--- src/rtl/mlp_pkg.sv ---
// Shared widths, fixed-point types and FSM encoding for the
// single-neuron MLP core.
package mlp_pkg;

  localparam int M  = 3;
  localparam int N  = 3;
  localparam int QM = 3;
  localparam int QN = 5;
  localparam int WM = 3;
  localparam int WN = 5;

  localparam int DW = QM + QN;
  localparam int PW = 2 * DW;
  localparam int AW = 2 * QM + WM + QN + WN;

  localparam int NW = (N > 1) ? $clog2(N) : 1;
  localparam int LW = (M > 2) ? $clog2(M - 1) : 1;

  typedef logic signed [DW-1:0] data_t;
  typedef logic signed [PW-1:0] prod_t;
  typedef logic signed [AW-1:0] acc_t;

  typedef enum logic [1:0] {
    S_IDLE,
    S_MAC,
    S_ACT,
    S_DONE
  } state_t;

endpackage

--- src/rtl/mlp_mac_unit.sv ---
// Single MAC: multiply-accumulate, bias add, activation, floor and
// saturate. Optional ReLU when MLP_RELU_EN is defined.
module mlp_mac_unit
  import mlp_pkg::*;
(
  input  logic  clk,
  input  logic  nrst,
  input  logic  clr,
  input  logic  en,
  input  data_t a,
  input  data_t wt,
  input  data_t bias,
  output data_t result
);

  localparam int FW = AW - WN;

  prod_t prod;
  prod_t prod_sh;
  acc_t  acc;
  acc_t  prod_ext;
  acc_t  bias_ext;
  acc_t  sum;
  acc_t  act;
  logic  [FW-1:0] flr;
  logic  [FW-DW:0] hi;
  logic  ovf;

  assign prod     = PW'(a) * PW'(wt);
  assign prod_sh  = prod >>> (QN - WN);
  assign prod_ext = {{(AW-PW){prod_sh[PW-1]}}, prod_sh};
  assign bias_ext = {{(AW-DW-WN){bias[DW-1]}}, bias, {WN{1'b0}}};
  assign sum      = acc + bias_ext;

  // Activation, floor to QN fraction bits, then clamp to data range
  always_comb begin
`ifdef MLP_RELU_EN
    act = sum[AW-1] ? '0 : sum;
`else
    act = sum;
`endif
    flr = act[AW-1:WN];
    hi  = flr[FW-1:DW-1];
    ovf = !(&hi) && (|hi);
    if (ovf)
      result = {flr[FW-1], {(DW-1){~flr[FW-1]}}};
    else
      result = flr[DW-1:0];
  end

  // Accumulator: cleared per neuron, one product added per MAC cycle
  always_ff @(posedge clk) begin
    if (!nrst)
      acc <= '0;
    else if (clr)
      acc <= '0;
    else if (en)
      acc <= acc + prod_ext;
  end

endmodule

--- src/rtl/mlp_one_neuron.sv ---
// Time-multiplexed MLP: one MAC walks layers/neurons/inputs.
// Build with MLP_RELU_EN defined for ReLU activation.
module mlp_one_neuron
  import mlp_pkg::*;
(
  input  logic  clk,
  input  logic  nrst,
  input  logic  init,
  input  logic  initial_flag,
  input  logic  weight_flag,
  input  data_t x [N],
  input  data_t w [M-1][N][N],
  input  data_t b [M-1][N],
  output data_t outputs [N]
);

  localparam logic [NW-1:0] NLAST = NW'(N - 1);
  localparam logic [LW-1:0] LLAST = LW'(M - 2);
  localparam logic          OBANK = 1'((M - 2) % 2);

  state_t state;
  state_t nstate;

  logic [LW-1:0] lyr;
  logic [NW-1:0] nrn;
  logic [NW-1:0] inp;

  data_t xs [N];
  data_t ws [M-1][N][N];
  data_t bs [M-1][N];
  data_t lbuf [2][N];

  data_t opa;
  data_t opw;
  data_t opb;
  data_t res;

  logic mac_en;
  logic act_we;
  logic out_we;
  logic acc_clr;

  // State register
  always_ff @(posedge clk) begin
    if (!nrst)
      state <= S_IDLE;
    else
      state <= nstate;
  end

  // Next state; init restarts from any state
  always_comb begin
    nstate = state;
    if (init)
      nstate = S_MAC;
    else
      unique case (state)
        S_IDLE: nstate = S_IDLE;
        S_MAC:  nstate = (inp == NLAST) ? S_ACT : S_MAC;
        S_ACT:  nstate = (nrn == NLAST && lyr == LLAST) ? S_DONE : S_MAC;
        S_DONE: nstate = S_IDLE;
      endcase
  end

  // Datapath strobes decoded from state
  always_comb begin
    mac_en  = (state == S_MAC)  && !init;
    act_we  = (state == S_ACT)  && !init;
    out_we  = (state == S_DONE) && !init;
    acc_clr = init || (state == S_ACT);
  end

  // Layer / neuron / input counters
  always_ff @(posedge clk) begin
    if (!nrst || init) begin
      lyr <= '0;
      nrn <= '0;
      inp <= '0;
    end else if (mac_en) begin
      inp <= (inp == NLAST) ? '0 : inp + NW'(1);
    end else if (act_we) begin
      if (nrn == NLAST) begin
        nrn <= '0;
        if (lyr != LLAST)
          lyr <= lyr + LW'(1);
      end else begin
        nrn <= nrn + NW'(1);
      end
    end
  end

  // Input and parameter stores, loaded by their flags
  always_ff @(posedge clk) begin
    if (!nrst) begin
      xs <= '{default: '0};
      ws <= '{default: '0};
      bs <= '{default: '0};
    end else begin
      if (initial_flag)
        xs <= x;
      if (weight_flag) begin
        ws <= w;
        bs <= b;
      end
    end
  end

  // Operand select: layer 0 from x, later layers from previous bank
  always_comb begin
    opa = (lyr == '0) ? xs[inp] : lbuf[~lyr[0]][inp];
    opw = ws[lyr][nrn][inp];
    opb = bs[lyr][nrn];
  end

  mlp_mac_unit u_mac (
    .clk    (clk),
    .nrst   (nrst),
    .clr    (acc_clr),
    .en     (mac_en),
    .a      (opa),
    .wt     (opw),
    .bias   (opb),
    .result (res)
  );

  // Ping-pong layer buffers and held output register
  always_ff @(posedge clk) begin
    if (!nrst) begin
      lbuf    <= '{default: '0};
      outputs <= '{default: '0};
    end else begin
      if (act_we)
        lbuf[lyr[0]][nrn] <= res;
      if (out_we)
        outputs <= lbuf[OBANK];
    end
  end

endmodule

--- config.mk ---
export PLATFORM = sky130hd
export DESIGN_NAME = mlp_one_neuron
export DESIGN_NICKNAME = d
export VERILOG_FILES = /design/src/rtl/mlp_pkg.sv /design/src/rtl/mlp_mac_unit.sv /design/src/rtl/mlp_one_neuron.sv
export SDC_FILE = /design/constraint.sdc
export NUM_CORES = 1
export LEC_CHECK = 0
export BUFFER_PORTS_ARGS = -buffer_cell sky130_fd_sc_hd__buf_2
export CORE_AREA = 2 2 195 197
export DETAILED_ROUTE_END_ITERATION = 7
export DIE_AREA = 0 0 197 199
export PLACE_DENSITY = 0.72
export SETUP_SLACK_MARGIN = 0.2
export SLEW_MARGIN = 20
export SYNTH_ARGS = -nofsm -noshare
export SYNTH_HDL_FRONTEND = slang
export SYNTH_SLANG_ARGS = --single-unit
--- constraint.sdc ---
create_clock -name clk -period 12.1 [get_ports clk]
set_input_delay 0.605 -clock clk [delete_from_list [all_inputs] [get_ports clk]]
set_output_delay 0.605 -clock clk [all_outputs]
set_load 0.02 [all_outputs]
======== Word level (Yosys, flattened, before mapping) ========
Cells that the tools add are included.
storage, ports and cells
  register bits ........................... 314
  output and inout port bits .............. 24
  logic and storage cells ................. 125
cells by class
  $add $sub $neg .......................... 5
  multipliers ............................. 1
  magnitude comparators ................... 6
  equality and inequality tests ........... 5
  muxes and demuxes ....................... 38
  bitwise logic cells ..................... 8
  reduce and logical (&&, ||, !) cells .... 20
operators with widths
  operator             number
  $mux 24              9
  $mux 72              3
  $mux 8               11
  $bmux 8 s2           4
  $bmux 24 s2          1
  $bwmux 48            1
  $demux 24 s1         1
  $add 19x13->19       1
  $add 19x16->19       1
  $demux 8 s2          1
  $mul 8x8->16         1
  $eq 2x2->1 const B   4
  $mux 2               4
  $logic_and 1x1->1    7
  $reduce_and 7->1     1
  $reduce_or 7->1      1
  $ge 3x3->1 const B   2
  $not 2->3            2
  $pmux 2 s3           1
  $reduce_or 2->1      3
  $add 2x1->2 const B  2
  $ge 2x2->1 const B   2
  $not 1->1            4
  $not 1->2            2
  other kinds (10)     14

======== Longest topological paths before layout ========
Gate-level depths: netlist (run 1).
  depth after elaboration ................. 13
  mapped depth ............................ 29

======== Cells and area by module ========
Synthesis (run 1) repeated with hierarchy kept, for this count alone.
second synthesis, totals
  cells, all modules ...................... 1846
  area, all modules ....................... 18129.9 sq um
by module, submodules not included
  module          instances  cells an instance  area each (sq um)  sequential area each (sq um)
  mlp_one_neuron  1          1301               13245.2            5905.7
  mlp_mac_unit    1          545                4884.7             380.4

======== Least setup slack after synthesis (run 1) ========
OpenSTA, ideal clock, no wires.
  kind .................................... reg2reg
  from .................................... register lyr
  to ...................................... register u_mac.acc[18]
  library setup time ...................... 0.070 ns
  data arrival time ....................... 6.488 ns
  path slack .............................. 5.542 ns
  stages on the path, launching flop included .. 26
  buffers on the path ..................... 2
  path through ............................ dfxtp_1 -> buf_1 -> and2_1 -> clkbuf_1 -> a22oi_1 -> nand4_1 -> o21ai_0 -> o21ai_0 -> inv_1 -> or2_2 -> fa_1 -> inv_1 -> fa_1 -> inv_1 -> fa_1 -> inv_1 -> fa_1 -> fa_1 -> ha_1 -> o21ai_0 -> a21boi_0 -> o2111ai_1 -> a21oi_1 -> mux2i_1 -> or3_1 -> a21oi_1
on the way
  longest elaborated chain between the ends .. 12
  elaborated cells on any way between the ends .. 21
RTL lines
  item                                         line                   text
  from (decl)                                  mlp_one_neuron.sv:24   logic [LW-1:0] lyr;
  from (signal assigned)                       mlp_one_neuron.sv:85   lyr <= lyr + LW'(1);
  $not 1->2 (implied by the code)              mlp_one_neuron.sv:111  opw = ws[lyr][nrn][inp];
  $mux 72 (implied by the code) (3 in series)  mlp_one_neuron.sv:111
  $bmux 24 s2                                  mlp_one_neuron.sv:111
  $mux 24 (implied by the code) (2 in series)  mlp_one_neuron.sv:111
  $bmux 8 s2                                   mlp_one_neuron.sv:111
  $mux 8 (implied by the code) (2 in series)   mlp_one_neuron.sv:111
  $mul 8x8->16 *                               mlp_mac_unit.sv:29     assign prod = PW'(a) * PW'(wt);
  $add 19x16->19 *                             mlp_mac_unit.sv:58     acc <= acc + prod_ext;
  to (signal assigned)                         mlp_mac_unit.sv:58
  to (decl)                                    mlp_mac_unit.sv:20     acc_t acc;
Every way passes the cells marked *; elsewhere a longest branch is shown, timed or not. The select of a mux whose other input is x is not followed.
A chain may end at the register's enable or synchronous reset.

======== Final worst setup path (run 1) ========
  from .................................... register nrn[1]
  to ...................................... register u_mac.acc[18]
on the way
  longest elaborated chain between the ends .. 9
RTL lines
  item                                         line                   text
  from (decl)                                  mlp_one_neuron.sv:25   logic [NW-1:0] nrn;
  from (signal assigned)                       mlp_one_neuron.sv:87   nrn <= nrn + NW'(1);
  $not 2->3 (implied by the code)              mlp_one_neuron.sv:111
  $bmux 24 s2                                  mlp_one_neuron.sv:111
  $mux 24 (implied by the code) (2 in series)  mlp_one_neuron.sv:111
  $bmux 8 s2                                   mlp_one_neuron.sv:111
  $mux 8 (implied by the code) (2 in series)   mlp_one_neuron.sv:111
  $mul 8x8->16                                 mlp_mac_unit.sv:29
  $add 19x16->19                               mlp_mac_unit.sv:58
No other way between the ends. The select of a mux whose other input is x is not followed.

==> impl_metrics.env, run 1 <==
export IMPL_cts_setup_buffers=0
export IMPL_postSynthCellCount=1821
export IMPL_worst_slack_ps=4250
export IMPL_postRouteAntennaNets=0
export IMPL_drt_initial_drc_count=1169
export IMPL_crit_type="flip-flop to flip-flop"
export IMPL_r2r_end="u_mac.acc[18]"
export IMPL_avgSynthCellArea_um2=9.11
export IMPL_pre_cts_ws_ps=4420
export IMPL_post_drt_wl_per_cell_um=18.4
export IMPL_drive_gt1_share_pct=16.8
export IMPL_grt_pass1_vias=13700
export IMPL_grtUsageMet1_pct=31.3
export IMPL_row_count=71
export IMPL_wl_mm=46.3
export IMPL_met3_usage_pct=4.93
export IMPL_cts_resized=0
export IMPL_grt_pass1_wl_mm=73.2
export IMPL_slew_violations=0
export IMPL_hp_class="input port to flip-flop"
export IMPL_dp_hpwl_mm=33.5
export IMPL_ff2ff_path_depth=28
export IMPL_initial_utilization_pct=44.7
export IMPL_powerDensity_nw_per_um2=135
export IMPL_crit_slowest_cell="o21ai_0"
export IMPL_clk_path_buf_depth=3
export IMPL_critPathLaunchType="flip-flop"
export IMPL_die_height_um=199
export IMPL_cts_made_buffers=34
export IMPL_drc=0
export IMPL_antenna_found_initial=13
export IMPL_crit_arrival_ps=8310
export IMPL_tns_ps=0
export IMPL_track_usage_pct=23.6
export IMPL_tightestPinTransition_ps=1110
export IMPL_drtPass1Iterations=5
export IMPL_min_period_ps=7850
export IMPL_rsz0062_at_grt="false"
export IMPL_vias=13900
export IMPL_max_cap_viol_count=0
export IMPL_critPathMostFrequentCell="inv_1"
export IMPL_busiest_layer="met2"
export IMPL_root_buffer="clkbuf_16"
export IMPL_fin_crit_sh_pct=64.8
export IMPL_p_leak_nw=8.85
export IMPL_yosys_cell_types_count=53
export IMPL_io_buffers=244
export IMPL_vdd_ir_drop_max_v=0.000118
export IMPL_final_nets=2370
export IMPL_min_to="ws[8]"
export IMPL_clkTransAtPathRegs_ps=60
export IMPL_htree_levels=2
export IMPL_die_w_um=197
export IMPL_clk_latency_ps=540
export IMPL_relSlewSlack_pct=25.1
export IMPL_use_met2_pct=37.8
export IMPL_skew_ps=26.8
export IMPL_yosys_register_bits=314
export IMPL_setup_viol=0
export IMPL_ios=245
export IMPL_mappedNetlistArea_um2=16600
export IMPL_status="finished clean"
export IMPL_setup_worst_path_end_class="flip-flop"
export IMPL_yosys_warnings=0
export IMPL_overflow=0
export IMPL_synth_top_cell_area_share_pct=37.9
export IMPL_die_area_um2=39200
export IMPL_grt_start_max_net_pins=126
export IMPL_hold_start="w[8]"
export IMPL_synth_area_leaders="dfxtp_1 (38%), mux2i_1 (14%), fa_1 (10%)"
export IMPL_whs_path_depth=3
export IMPL_cts_hold_buf=0
export IMPL_core_area_um2=37100
export IMPL_report_power_total_w=0.00261
export IMPL_area_growth_syn_to_layout_pct=16.8
export IMPL_nFillCells=3413
export IMPL_crit_required_ps=12560
export IMPL_hold_viol_final=0
export IMPL_gp_congestion=0.884
export IMPL_async_flop_share_pct=0
export IMPL_whs_ps=298
export IMPL_cts_tree="built"
export IMPL_path_max_fanout=23
export IMPL_synth_main_ff_cell="dfxtp_1"
export IMPL_synth_seq_area_share_pct=37.9
export IMPL_yosys_area_top_type="dfxtp_1"
export IMPL_syn_nets=2184
export IMPL_synth_edff_count=0
export IMPL_cp_slowest_stage_delay_ps=670
export IMPL_via_per_inst=5.52
export IMPL_r2r_start="nrn[1]"
export IMPL_cts_num_sinks=314
export IMPL_fmax_ghz=0.127
export IMPL_r2r_slack_ps=4250
-- worst max-delay path, delay by kind of cell, from the launching register on --
kind	cells	cell delay [ps]
mux	1	120
compound gates	8	2060
buf+inv	6	790
flops	1	510
fa+ha+maj	7	2620
simple gates	6	1670
-- logic make-up after synthesis --
| group | Yosys count | synth area share (%) |
|---|---|---|
| XOR/XNOR | 25 | 1.32 |
| AO/OA/AOI/OAI | 284 | 10.9 |
| buffers and inverters | 223 | 5.06 |
| AND/OR/NAND/NOR | 589 | 15.2 |
| adder cells (fa/ha/maj) | 142 | 14.6 |
| flip-flops | 314 | 37.9 |
| multiplexers | 244 | 15.0 |
-- per-layer routing --
metal  vias to the layer above  share of wire [%]
li1                       6566                  -
met1                      6688                 44
met2                       542                 45
met3                       101                7.5
met4                         2                3.2
met5                         -              0.022
-- cell type report --
cell class | instances | area [um2] | share of cell area (%)
multi-input cells | 1284 | 9480 | 48.9
flip-flops and latches | 314 | 6290 | 32.5
repair buffers | 260 | 1370 | 7.08
clock buffers | 50 | 991 | 5.12
well taps | 474 | 593 | 3.06
inverters | 113 | 429 | 2.22
clock inverters | 12 | 185 | 0.956
diodes | 13 | 32.5 | 0.168
-- cell usage after synthesis, types with 2 or more instances --
cell type  instances
nand2_1          139
nor3_1             7
xor2_1             4
inv_1            112
o21a_1             3
o21ai_1            7
mux2_2             2
a21o_1             5
and2_1             8
o31ai_1           12
and3_1             3
mux4_2             4
ha_1              57
clkbuf_1          73
nand3_1           70
nor2_1           291
buf_1             35
xnor2_1           21
nor3b_1            3
o21bai_1           3
nand2b_1          13
a22oi_1           86
fa_1              85
dfxtp_1          314
or2_2             11
or3_1              5
a41oi_1            3
nor4_1             2
or4_1              3
o211ai_1           7
nand4_1           10
a31oi_1            2
buf_2              2
a211oi_1           4
a21oi_1           83
mux2i_1          238
o2111ai_1          2
o21ai_0           52
o22ai_1            8
nor2b_1           19
-- sequential cells by signal, summed over array words and instances (netlist names) --
signal,count
ws,144
nrn,2
bs,48
inp,2
u_mac.acc,19
state,2
xs,24
lyr,1
lbuf,48
outputs,24
-- cell usage in the layout (no fill, tap or decap), types with 7 or more instances in the layout --
| cell | count |
|---|---|
| dfxtp_1 | 313 |
| nor2_1 | 290 |
| buf_2 | 243 |
| mux2i_1 | 238 |
| nand2_1 | 139 |
| inv_1 | 112 |
| a22oi_1 | 86 |
| fa_1 | 85 |
| a21oi_1 | 83 |
| nand3_1 | 70 |
| ha_1 | 57 |
| o21ai_0 | 52 |
| clkbuf_16 | 34 |
| xnor2_1 | 20 |
| nor2b_1 | 17 |
| buf_4 | 15 |
| diode_2 | 13 |
| nand2b_1 | 13 |
| o31ai_1 | 12 |
| or2_2 | 11 |
| nand4_1 | 10 |
| and2_1 | 9 |
| o22ai_1 | 8 |
| clkbuf_8 | 8 |
| clkbuf_1 | 8 |
| o211ai_1 | 7 |
| o21ai_1 | 7 |
-- per-stage QoR --
step	std cells	area [um2]	util [%]
after global routing	2518	19400	52.1
after CTS	2506	19300	52.0
after detailed placement	2444	18100	48.8
after floorplan	1821	16600	-
final	2520	19400	52.2
after global placement	2444	18100	48.8
-- where the power goes --
part / switching [W] / internal (W) / total [W] / leakage [nW]
sequential: 0.0000306 / 0.00108 / 0.00111 / 2.57
combinational: 0.000237 / 0.000170 / 0.000407 / 5.70
clock: 0.000438 / 0.000658 / 0.00110 / 0.575
-- worst max path at each step --
stage,from,endpoint,depth (start not counted)
final,nrn[1],u_mac.acc[18],28
after CTS,nrn[1],u_mac.acc[18],26
after floorplan,lyr,u_mac.acc[18],25
after global routing,nrn[1],u_mac.acc[18],28
after global placement,nrn[1],u_mac.acc[18],25
after detailed placement,nrn[1],u_mac.acc[18],25
Note: power is estimated with default switching activity, not from simulation.
==> inputs of run 2 (changes only) <==
PLACE_DENSITY = 0.75   (was 0.72)
clock period = 6.7 ns   (was 12.1 ns; I/O delays follow)
==> impl_metrics.env, run 2 (synthesized netlist as in run 1, its figures left out) <==
export IMPL_cts_num_sinks=314
export IMPL_hp_class="input port to flip-flop"
export IMPL_setup_viol=0
export IMPL_track_usage_pct=23.2
export IMPL_drtPass1Iterations=5
export IMPL_core_area_um2=37100
export IMPL_drt_initial_drc_count=1053
export IMPL_hold_start="w[133]"
export IMPL_switching_power_w=0.00125
export IMPL_pre_cts_ws_ps=-6.00
export IMPL_post_drt_wl_per_cell_um=18.2
export IMPL_drive_gt1_share_pct=19.6
export IMPL_die_area_um2=39200
export IMPL_ios=245
export IMPL_status="finished clean"
export IMPL_gp_congestion=0.896
export IMPL_crit_required_ps=7130
export IMPL_met3_usage_pct=4.43
export IMPL_cts_tree="built"
export IMPL_skew_ps=22.3
export IMPL_cts_made_buffers=35
export IMPL_nFillCells=3314
export IMPL_grt_pass1_vias=13600
export IMPL_layout_common_cells="dfxtp_1 (310), nor2_1 (289), buf_2 (243), mux2i_1 (238), nand2_1 (138)"
export IMPL_busiest_layer="met2"
export IMPL_max_cap_viol_count=0
export IMPL_clkTransAtPathRegs_ps=60
export IMPL_root_buffer="clkbuf_16"
export IMPL_postRouteAntennaNets=0
export IMPL_pwr_share_comb_pct=16.0
export IMPL_die_w_um=197
export IMPL_wl_mm=46.4
export IMPL_powerDensity_nw_per_um2=239
export IMPL_r2r_start="nrn[1]"
export IMPL_fmax_ghz=0.158
export IMPL_seqPwrFrac_pct=42.1
export IMPL_critPathLaunchType="flip-flop"
export IMPL_tns_ps=0
export IMPL_initial_utilization_pct=44.7
export IMPL_p_leak_nw=9.09
export IMPL_p_int_w=0.00350
export IMPL_die_height_um=199
export IMPL_r2r_end="u_mac.acc[18]"
export IMPL_crit_type="flip-flop to flip-flop"
export IMPL_clk_latency_ps=530
export IMPL_via_per_inst=5.47
export IMPL_drc=0
export IMPL_setup_worst_path_end_class="flip-flop"
export IMPL_grtUsageMet1_pct=31.4
export IMPL_overflow=0
export IMPL_slew_violations=0
export IMPL_r2r_slack_ps=360
export IMPL_relSlewSlack_pct=26.6
export IMPL_grt_pass1_wl_mm=72.1
export IMPL_path_max_fanout=8
export IMPL_min_to="ws[133]"
export IMPL_final_nets=2409
export IMPL_placed_area_um2=18400
export IMPL_postLayoutCellArea_um2=19900
export IMPL_grt_start_max_net_pins=193
export IMPL_top_regs="ws: 144 flops, bs: 48 flops, lbuf: 48 flops"
export IMPL_dp_hpwl_mm=33.6
export IMPL_final_common_cell="dfxtp_1"
export IMPL_report_power_total_w=0.00475
export IMPL_hold_viol_final=0
export IMPL_antenna_found_initial=9
export IMPL_clk_path_buf_depth=3
export IMPL_tightestPinTransition_ps=1090
export IMPL_htree_levels=2
export IMPL_clkPwrFrac_pct=41.9
export IMPL_vdd_ir_drop_max_v=0.000183
export IMPL_largest_register="ws"
export IMPL_vias=13900
export IMPL_ff2ff_path_depth=25
export IMPL_largest_reg_flops=144
export IMPL_fin_crit_sh_pct=94.6
export IMPL_min_period_ps=6340
export IMPL_io_buffers=244
export IMPL_area_growth_syn_to_layout_pct=20.0
export IMPL_row_count=71
export IMPL_switching_share_pct=26.3
export IMPL_rsz0062_at_grt="true"
export IMPL_cts_hold_buf=0
export IMPL_whs_path_depth=3
export IMPL_crit_arrival_ps=6770
export IMPL_worst_slack_ps=361
export IMPL_use_met2_pct=37.2
## run 2: changes by cell type in the layout (fill, tap and decap cells not counted), sizes merged
cell and change:
buf +34, bufinv +1, clkbuf +1, clkinv -2, clkinvlp +1, diode -4
inv -2
## run 2: cell type report
cell class | instances | area, um2 | share of cell area, %
well taps | 474 | 593 | 2.98
clock buffers | 47 | 1000 | 5.03
diodes | 9 | 22.5 | 0.113
multi-input cells | 1284 | 9580 | 48.1
repair buffers | 298 | 1800 | 9.03
flip-flops and latches | 314 | 6300 | 31.6
clock inverters | 10 | 181 | 0.911
inverters | 113 | 433 | 2.18
## run 2: worst max-delay path by stage
stage	endpoint	slack, ps	from	cells after the start
floorplan	u_mac.acc[18]	270	nrn[0]	26
finish	u_mac.acc[18]	360	nrn[1]	25
detailed placement	u_mac.acc[18]	-6	nrn[1]	25
global route	u_mac.acc[18]	150	nrn[1]	28
global placement	u_mac.acc[18]	140	nrn[1]	25
CTS	u_mac.acc[18]	200	nrn[0]	25
## run 2: through the flow
stage                     hold slack, ps  utilization [%]  instances
after detailed placement             445             49.6       2475
after global routing                54.2             53.6       2547
after CTS                           30.7             52.8       2532
final                               41.2             53.6       2549
after global placement               443             49.6       2475
after floorplan                      429                -       1821
## run 2: power by group through the flow
stage	clock [W]	combinational, W	sequential, W
after floorplan	0	0.000517	0.00202
after global placement	0	0.000718	0.00204
after detailed placement	0	0.000738	0.00204
after CTS	0.00202	0.000746	0.00200
after global routing	0.00210	0.000848	0.00201
final	0.00199	0.000760	0.00200
## run 2: routing by layer
metal  wire length [um]  vias up
li1                   -     6643
met1              20600     6699
met2              21100      506
met3               3350       95
met4               1420        2
met5                 13        -
## run 2: worst max-delay path, cell delays in order (launching register included)
cell and delay (ps):
dfxtp_4 390, nor2b_4 140, and2_4 210, buf_12 160, a22oi_1 230, nand3_1 160, o21ai_0 190, o21ai_1 100
buf_4 190, and2_2 270, fa_1 500, inv_1 60, fa_1 500, inv_1 50, fa_1 550, fa_1 410
ha_1 290, ha_1 340, a21o_1 230, a21o_1 170, a21o_1 210, a21oi_2 180, a21oi_2 90, mux2i_1 130
or3_1 350, a21oi_1 140
## run 2: timing repair
| action | in CTS | in global routing |
|---|---|---|
| cloned | 0 | 4 |
| endpoints found under the hold margin | 0 | 0 |
| gates resized for setup | 5 | 41 |
| endpoints found under the setup margin | 5 | 9 |
| pin swaps | 2 | 6 |
| setup buffers | 0 | 4 |
==> inputs of run 3 (changes only) <==
CORE_AREA = 2 2 177 179   (was 2 2 195 197)
DIE_AREA = 0 0 179 181   (was 0 0 197 199)
PLACE_DENSITY = 0.84   (was 0.75)
clock period = 6 ns   (was 6.7 ns; I/O delays follow)
==> impl_metrics.env, run 3 (synthesized netlist as in run 1, its figures left out) <==
export IMPL_clk_latency_ps=520
export IMPL_grt_start_max_net_pins=98
export IMPL_path_max_fanout=6
export IMPL_post_drt_wl_per_cell_um=20.2
export IMPL_setup_worst_path_end_class="flip-flop"
export IMPL_die_area_um2=32400
export IMPL_cp_slowest_stage_delay_ps=530
export IMPL_whs_ps=22.3
export IMPL_crit_required_ps=6440
export IMPL_antenna_found_initial=9
export IMPL_pwr_share_comb_pct=20.9
export IMPL_fin_crit_sh_pct=105
export IMPL_placed_area_um2=18900
export IMPL_postRouteAntennaNets=0
export IMPL_vdd_ir_drop_max_v=0.000228
export IMPL_track_usage_pct=30.1
export IMPL_clk_path_buf_depth=3
export IMPL_rsz0062_at_grt="true"
export IMPL_cts_num_sinks=314
export IMPL_grt_pass1_wl_mm=77.8
export IMPL_switching_share_pct=28.0
export IMPL_via_per_inst=5.96
export IMPL_row_count=64
export IMPL_p_leak_nw=9.63
export IMPL_vias=15300
export IMPL_ios=245
export IMPL_min_period_ps=6290
export IMPL_htree_levels=2
export IMPL_pre_cts_ws_ps=-235
export IMPL_hp_class="input port to flip-flop"
export IMPL_drive_gt1_share_pct=27.1
export IMPL_tightestPinTransition_ps=1220
export IMPL_relSlewSlack_pct=18.5
export IMPL_grt_pass1_vias=15200
export IMPL_failed_checks="negative setup slack"
export IMPL_wl_mm=52.0
export IMPL_initial_utilization_pct=54.6
export IMPL_fmax_ghz=0.159
export IMPL_final_nets=2510
export IMPL_powerDensity_nw_per_um2=260
export IMPL_die_w_um=179
export IMPL_critPathLaunchType="flip-flop"
export IMPL_critPathMostFrequentCell="buf_6"
export IMPL_r2r_slack_ps=-290
export IMPL_drc=0
export IMPL_largest_register="ws"
export IMPL_tns_ps=-1550
export IMPL_drt_initial_drc_count=1466
export IMPL_crit_arrival_ps=6730
export IMPL_clkTransAtPathRegs_ps=60
export IMPL_final_common_cell="dfxtp_1"
export IMPL_hold_viol_final=0
export IMPL_max_cap_viol_count=0
export IMPL_cts_tree="built"
export IMPL_seqPwrFrac_pct=40.9
export IMPL_core_area_um2=30300
export IMPL_crit_slowest_cell="fa_2"
export IMPL_slew_violations=0
export IMPL_setup_viol=8
export IMPL_finalNonFillerCells=2575
export IMPL_clkPwrFrac_pct=38.3
export IMPL_worst_slack_ps=-290
export IMPL_crit_type="flip-flop to flip-flop"
export IMPL_area_growth_syn_to_layout_pct=27.2
export IMPL_die_height_um=181
export IMPL_postLayoutCellArea_um2=21100
export IMPL_placed_cells=2455
export IMPL_io_buffers=244
export IMPL_drtPass1Iterations=6
export IMPL_root_buffer="clkbuf_16"
export IMPL_largest_reg_flops=144
export IMPL_dp_hpwl_mm=34.1
export IMPL_cts_made_buffers=34
export IMPL_overflow=0
export IMPL_switching_power_w=0.00154
export IMPL_gp_congestion=0.920
export IMPL_skew_ps=15.6
export IMPL_layout_common_cells="dfxtp_1 (310), nor2_1 (285), buf_2 (243), mux2i_1 (238), nand2_1 (137)"
export IMPL_top_regs="ws: 144 flops, bs: 48 flops, lbuf: 48 flops"
export IMPL_p_int_w=0.00395
export IMPL_cts_hold_buf=0
export IMPL_status="complete, but fails checks"
[run 3: area by class of cell]
| class | instances | area [um2] |
|---|---|---|
| repair buffers | 399 | 2590 |
| flip-flops and latches | 314 | 6300 |
| clock buffers | 51 | 1010 |
| multi-input cells | 1285 | 10100 |
| fillers | 2096 | 9260 |
| clock inverters | 8 | 106 |
| diodes | 9 | 22.5 |
| inverters | 113 | 433 |
| well taps | 396 | 495 |
[run 3: layer usage]
layer	wire length [um]	part of all wire (%)	GRT usage (%)	vias to the layer above
li1	-	-	-	6861
met1	19400	37	37.7	7367
met2	24500	47	49.4	877
met3	5140	9.9	6.23	239
met4	2990	5.7	14.1	0
met5	0	0	0	-
[run 3: worst max-delay path: cells and delay by family, from the launching register on]
family,cells,cell delay [ps]
fa+ha+maj,6,2480
mux,1,130
simple gates,8,1680
buf+inv,8,990
compound gates,6,570
flops,1,350
[run 3: per-stage QoR]
step | power (W) | utilization (%)
after detailed placement | 0.00322 | 62.3
after global placement | 0.00318 | 62.3
final | 0.00548 | 69.5
after global routing | 0.00567 | 69.5
after floorplan | 0.00286 | -
after CTS | 0.00537 | 68.4
[run 3: repair_timing]
action,4_1_cts,5_1_grt
endpoints found under the setup margin,10,11
endpoints found under the hold margin,0,0
pin swaps,52,30
setup buffers,39,9
gates resized for setup,101,39
gates cloned,3,1
[run 3: power by group through the flow]
stage / clock (W) / sequential, W / combinational, W
floorplan: 0 / 0.00226 / 0.000606
global placement: 0 / 0.00228 / 0.000900
detailed placement: 0 / 0.00228 / 0.000941
CTS: 0.00210 / 0.00224 / 0.00102
global route: 0.00219 / 0.00225 / 0.00123
finish: 0.00210 / 0.00224 / 0.00114
[run 3: path summary, 6_finish.rpt]
| check | startpoint | endpoint | cells past startpoint |
|---|---|---|---|
| setup / recovery | nrn[1] | u_mac.acc[18] | 29 |
| hold reg to reg | outputs[5] | outputs[5] | 2 |
| setup reg to reg | nrn[1] | u_mac.acc[18] | 29 |
| hold / removal | b[45] | bs[45] | 3 |
